$ cat src/rtl/adder_settle_capture.sv
// Sequencing stage around a slow combinational adder: launches operands, waits a fixed
// settle time, captures {co,sum} into a small FWFT FIFO and cross-checks the result.
module adder_settle_capture #(
  parameter int WIDTH         = 4,
  parameter int SETTLE_CYCLES = 2,
  parameter int FIFO_DEPTH    = 2
) (
  input  logic             clk,
  input  logic             rst_n,
  input  logic             in_valid,
  output logic             in_ready,
  input  logic [WIDTH-1:0] in_a,
  input  logic [WIDTH-1:0] in_b,
  input  logic             in_ci,
  output logic [WIDTH-1:0] add_a,
  output logic [WIDTH-1:0] add_b,
  output logic             add_ci,
  input  logic             add_co,
  input  logic [WIDTH-1:0] add_sum,
  output logic             out_valid,
  input  logic             out_ready,
  output logic             out_co,
  output logic [WIDTH-1:0] out_sum,
  output logic             busy,
  output logic [7:0]       ovf_count,
  output logic             chk_err
);

  localparam int PTR_W = (FIFO_DEPTH > 1) ? $clog2(FIFO_DEPTH) : 1;
  localparam int CNT_W = $clog2(FIFO_DEPTH + 1);

  typedef enum logic {IDLE, SETTLE} state_t;

  state_t           state_q, state_d;
  logic [3:0]       settle_q, settle_d;
  logic [WIDTH-1:0] a_q, a_d, b_q, b_d;
  logic             ci_q, ci_d;
  logic [WIDTH:0]   exp_q, exp_d;

  logic [WIDTH:0]   mem_q [FIFO_DEPTH];
  logic [PTR_W-1:0] wr_ptr_q, rd_ptr_q, rd_next;
  logic [CNT_W-1:0] count_q, count_d;
  logic [WIDTH:0]   head_q, head_d;
  logic [7:0]       ovf_q;
  logic             err_q;

  logic             accept, capture, pop;
  logic [WIDTH:0]   result;

  assign in_ready  = (state_q == IDLE) && (count_q < CNT_W'(FIFO_DEPTH));
  assign accept    = in_valid && in_ready;
  assign capture   = (state_q == SETTLE) && (settle_q == 4'd0);
  assign out_valid = (count_q != '0);
  assign pop       = out_valid && out_ready;
  assign result    = {add_co, add_sum};
  assign rd_next   = rd_ptr_q + PTR_W'(1);

  assign add_a     = a_q;
  assign add_b     = b_q;
  assign add_ci    = ci_q;
  assign out_co    = head_q[WIDTH];
  assign out_sum   = head_q[WIDTH-1:0];
  assign ovf_count = ovf_q;
  assign chk_err   = err_q;

  always_comb begin
    state_d  = state_q;
    settle_d = settle_q;
    a_d      = a_q;
    b_d      = b_q;
    ci_d     = ci_q;
    exp_d    = exp_q;
    busy     = 1'b0;
    unique case (state_q)
      IDLE: begin
        if (accept) begin
          a_d      = in_a;
          b_d      = in_b;
          ci_d     = in_ci;
          exp_d    = {1'b0, in_a} + {1'b0, in_b} + (WIDTH+1)'(in_ci);
          settle_d = 4'(SETTLE_CYCLES - 1);
          state_d  = SETTLE;
        end
      end
      SETTLE: begin
        busy = 1'b1;
        if (settle_q != 4'd0) settle_d = settle_q - 4'd1;
        else                  state_d  = IDLE;
      end
      default: state_d = IDLE;
    endcase
  end

  // Head register keeps the FWFT output stable and holds the last value once empty.
  always_comb begin
    head_d  = head_q;
    count_d = count_q;
    if (capture && !pop)      count_d = count_q + CNT_W'(1);
    else if (!capture && pop) count_d = count_q - CNT_W'(1);
    if (pop) begin
      if (count_q > CNT_W'(1)) head_d = mem_q[rd_next];
      else if (capture)        head_d = result;
    end else if (capture && (count_q == '0)) begin
      head_d = result;
    end
  end

  always_ff @(posedge clk or negedge rst_n) begin
    if (!rst_n) begin
      state_q  <= IDLE;
      settle_q <= 4'd0;
      a_q      <= '0;
      b_q      <= '0;
      ci_q     <= 1'b0;
      exp_q    <= '0;
      wr_ptr_q <= '0;
      rd_ptr_q <= '0;
      count_q  <= '0;
      head_q   <= '0;
      ovf_q    <= 8'd0;
      err_q    <= 1'b0;
    end else begin
      state_q  <= state_d;
      settle_q <= settle_d;
      a_q      <= a_d;
      b_q      <= b_d;
      ci_q     <= ci_d;
      exp_q    <= exp_d;
      count_q  <= count_d;
      head_q   <= head_d;
      if (capture) wr_ptr_q <= wr_ptr_q + PTR_W'(1);
      if (pop)     rd_ptr_q <= rd_next;
      if (capture && add_co && (ovf_q != 8'hFF)) ovf_q <= ovf_q + 8'd1;
      if (capture && (result != exp_q))          err_q <= 1'b1;
    end
  end

  always_ff @(posedge clk) begin
    if (capture) mem_q[wr_ptr_q] <= result;
  end

  // Accept requires a free slot, so a capture can never land on a full FIFO.
  assert property (@(posedge clk) disable iff (!rst_n)
                   !(capture && (count_q == CNT_W'(FIFO_DEPTH))));

endmodule

$ cat config.mk
export PLATFORM = sky130hd
export DESIGN_NAME = adder_settle_capture
export DESIGN_NICKNAME = d
export VERILOG_FILES = /design/src/rtl/adder_settle_capture.sv
export SDC_FILE = /design/constraint.sdc
export NUM_CORES = 1
export LEC_CHECK = 0
export CORE_UTILIZATION = 40
export DETAILED_ROUTE_END_ITERATION = 8
export GPL_TIMING_DRIVEN = 0
export PLACE_DENSITY = 0.63
export SYNTH_ARGS = -nofsm -noshare
export SYNTH_HDL_FRONTEND = slang
export SYNTH_SLANG_ARGS = --single-unit
$ cat constraint.sdc
create_clock -name clk -period 3.3 [get_ports clk]
set_clock_uncertainty 0.05 [all_clocks]
set_input_delay 0.66 -clock clk [delete_from_list [all_inputs] [get_ports clk]]
set_output_delay 0.66 -clock clk [all_outputs]
set_load 0.005 [all_outputs]
==> flow_metrics.py <==
metrics = {
    "floorplan": {
        "ioPinCount": 44,
        "die_w_um": 76.70,
        "core-area_um2": 5238,
        "num_rows": 26,
        "die_area_um2": 5883,
        "start_util": 0.4262,
        "die_h_um": 76.70,
    },
    "logic_synthesis": {
        "synth_edf_count": 10,
        "synth_area_um2": 2232,
        "ys.flop_type": "dfrtp_1",
        "syn_avg_cell_area_um2": 11.57,
        "synth-seq-area-share": 0.5493,
        "syn-num-nets": 222,
        "synth_seq_cells": 47,
        "yosys_warnings": 0,
        "ys_types": 30,
        "async_reset_ff_frac": 0.7872,
        "netlist_instances": 193,
    },
    "clocking": {
        "cts_made_buffers": 5,
        "cts_root_buf": "clkbuf_8",
        "cts_tree": "built",
        "cts.repair.resized": 0,
        "clock_latency_ns": 0.30,
        "hold_buffers": 0,
        "htree_levels": 2,
        "clock_path_buffers": 2,
        "cts.sinks": 47,
        "clkTransAtPathRegs_ns": 0.10,
        "cts_setup_buffers": 0,
    },
    "routing": {
        "viasPerCell": 4.774,
        "antenna_left": 0,
        "drt_drc_violations_left": 0,
        "first_iter_violations": 69,
        "via_count": 1499,
        "first_pass_iters": 4,
        "avgRoutedWirePerCell_um": 12.14,
        "wirelength_um": 3813,
    },
    "power_and_ir_drop": {
        "seqPwrFrac": 0.413,
        "p_comb_frac": 0.402,
        "p_clk_frac": 0.185,
        "switchingPower_uw": 705.7,
        "finalPower_mw": 2.266,
        "p_per_area_nw_per_um2": 792.8,
        "internal_power_mw": 1.560,
        "p_leak_nw": 1.249,
        "p_sw_frac": 0.3115,
        "peakVddDrop_mv": 0.3335,
    },
    "critical_path": {
        "cp-endpoint": "out_valid",
        "cp_max_fo": 5,
        "rr_worst_depth": 8,
        "crit_required_ns": 2.59,
        "r2r_slack_ns": 1.13,
        "critPathKind": "reg -> out",
        "endpoint_kind": "output pin",
        "start_kind": "flip-flop",
        "r2r-end": "head_q[3]$_DFFE_PN0P_",
        "reg2reg_from": "count_q[1]$_DFFE_PN0P_",
        "crit_path_start": "count_q[1]$_DFFE_PN0P_",
        "arrival_ns": 1.63,
    },
    "global_routing": {
        "antenna_found_initial": 0,
        "grt_max_degree": 38,
        "track_usage": 0.1500,
        "grt_overflow": 0,
        "grt_pass1_vias": 1516,
        "grt_pass1_wl_um": 6975,
    },
    "layout": {
        "drive_gt1_frac": 0.1025,
        "area_growth_pct": 28.03,
        "final_area_um2": 2858,
        "nets": 272,
        "antenna_cells": 0,
    },
    "sta": {
        "slew_violations": 0,
        "final_hold_viol_count": 0,
        "worstMarginPinSlew_ns": 0.8423,
        "setup_tns_ns": 0,
        "min_period_ns": 2.343,
        "period_share": 0.7100,
        "relSlewSlack": 0.4385,
        "setup_viol": 0,
        "grt_setup_unrepaired": "false",
        "fmax_mhz": 426.8,
    },
    "place": {
        "dpl.hpwl_um": 2773,
        "post_dp_cell_area_um2": 2745,
        "gp_congestion": 0.7804,
        "io_buffers": 43,
    },
    "run": {
        "max-cap-violations": 0,
    },
    "status": {
        "outcome": "finished, final reports clean",
    },
    "min_path": {
        "hp-class": "in -> async",
    },
}
==> layout make-up <==
cell class / count / area, µm²
well taps: 70 / 87.58
clock inverters: 3 / 43.79
fillers: 478 / 2380
inverters: 14 / 52.55
clock buffers: 5 / 68.82
flip-flops and latches: 47 / 1226
plain buffers: 5 / 27.53
multi-input cells: 127 / 925.9
repair buffers: 43 / 425.4
==> per-layer routing <==
metal,share of wire,wire length [µm],up-vias,track usage
li1,-,-,755,-
met1,0.49,1860,709,0.1947
met2,0.46,1758,30,0.2438
met3,0.038,143,5,0.03333
met4,0.013,51,0,0.05769
met5,0,0,-,0
==> cell usage after synthesis, types with 2 or more instances <==
library cell,instances,share of area
nand3_1,3,0.0067
xnor2_1,9,0.035
nand2_1,25,0.042
o21ai_0,12,0.027
inv_1,14,0.024
nand4_1,2,0.0056
nor2_1,11,0.018
and2_1,2,0.0056
mux2_2,13,0.066
clkbuf_1,3,0.0050
nand2b_1,3,0.0084
dfrtp_1,37,0.41
ha_1,9,0.050
edfxtp_1,10,0.13
xor2_1,5,0.020
a211oi_1,2,0.0067
mux2i_1,9,0.040
nor3_1,3,0.0067
a21oi_1,9,0.020
fa_1,2,0.018
==> cells in the final DEF, fill, tap and decap left out, drive strengths merged, types with 2 or more instances in the layout <==
| cell | synthesis | layout |
|---|---|---|
| nand2 | 25 | 25 |
| nor2 | 11 | 11 |
| ha | 9 | 9 |
| dfrtp | 37 | 37 |
| xnor2 | 9 | 9 |
| clkdlybuf4s50 | 0 | 42 |
| buf | 2 | 3 |
| inv | 14 | 14 |
| xor2 | 5 | 5 |
| mux2 | 13 | 13 |
| a211oi | 2 | 2 |
| mux2i | 9 | 9 |
| nand4 | 2 | 2 |
| nor3 | 3 | 3 |
| clkinv | 0 | 2 |
| clkbuf | 3 | 8 |
| fa | 2 | 2 |
| nand2b | 3 | 3 |
| edfxtp | 10 | 10 |
| and2 | 2 | 2 |
| a21oi | 9 | 9 |
| o21ai | 12 | 12 |
| nand3 | 3 | 3 |
==> power groups by stage <==
stage               Clock (mW)  Sequential, mW  Combinational [mW]
floorplan                    0           0.936               0.551
global placement             0           0.948               0.914
detailed placement           0           0.950               0.925
CTS                      0.435           0.940               0.931
global route             0.458           0.973                1.02
finish                   0.419           0.936               0.910
==> critical path: stages, from the launching register on <==
cell             delay [ns]
dfrtp_1                0.42
inv_1                  0.08
ha_1                   0.25
inv_1                  0.09
clkdlybuf4s50_1        0.50
==> how the worst min path moves through the flow <==
stage / endpoint / slack, ns / depth (start not counted)
final: ovf_count[2]$_DFFE_PN0P_ / 0.41 / 1
after global routing: ovf_count[2]$_DFFE_PN0P_ / 0.47 / 1
after CTS: head_q[1]$_DFFE_PN0P_ / 0.44 / 1
after detailed placement: add_a[1]$_DFFE_PN0P_ / 0.43 / 2
after global placement: wr_ptr_q$_DFFE_PN0P_ / 0.42 / 1
after floorplan: add_a[0]$_DFFE_PN0P_ / 0.31 / 0
==> metrics by stage <==
step	hold slack [ns]	util	cells	setup slack, ns
2_1_floorplan	0.3144	-	193	1.298
3_3_place_gp	0.4236	0.5251	306	0.5760
3_5_place_dp	0.4262	0.5241	306	0.7080
4_1_cts	0.4433	0.5456	314	0.9380
5_1_grt	0.4700	0.5456	314	0.8850
6_report	0.4077	0.5456	314	0.9570
==> flip-flops by register name (all words and copies together) (netlist names) <==
name       count
state_q        1
rd_ptr_q       1
settle_q       4
add_b          4
mem_q         10
exp_q          5
wr_ptr_q       1
add_ci         1
chk_err        1
ovf_count      8
head_q         5
count_q        2
add_a          4
==> kinds of logic (layout without fill, tap and decap cells) <==
family	count (synthesis)	count (layout)	share of synthesized area
mux	22	22	0.1059
simple gates	53	53	0.1099
buf+inv	19	70	0.03587
xor+xnor	14	14	0.05493
compound gates	27	27	0.07568
fa+ha+maj	11	11	0.06839
flops	47	47	0.5493
No activity file was read; power rests on OpenSTA's default activity.
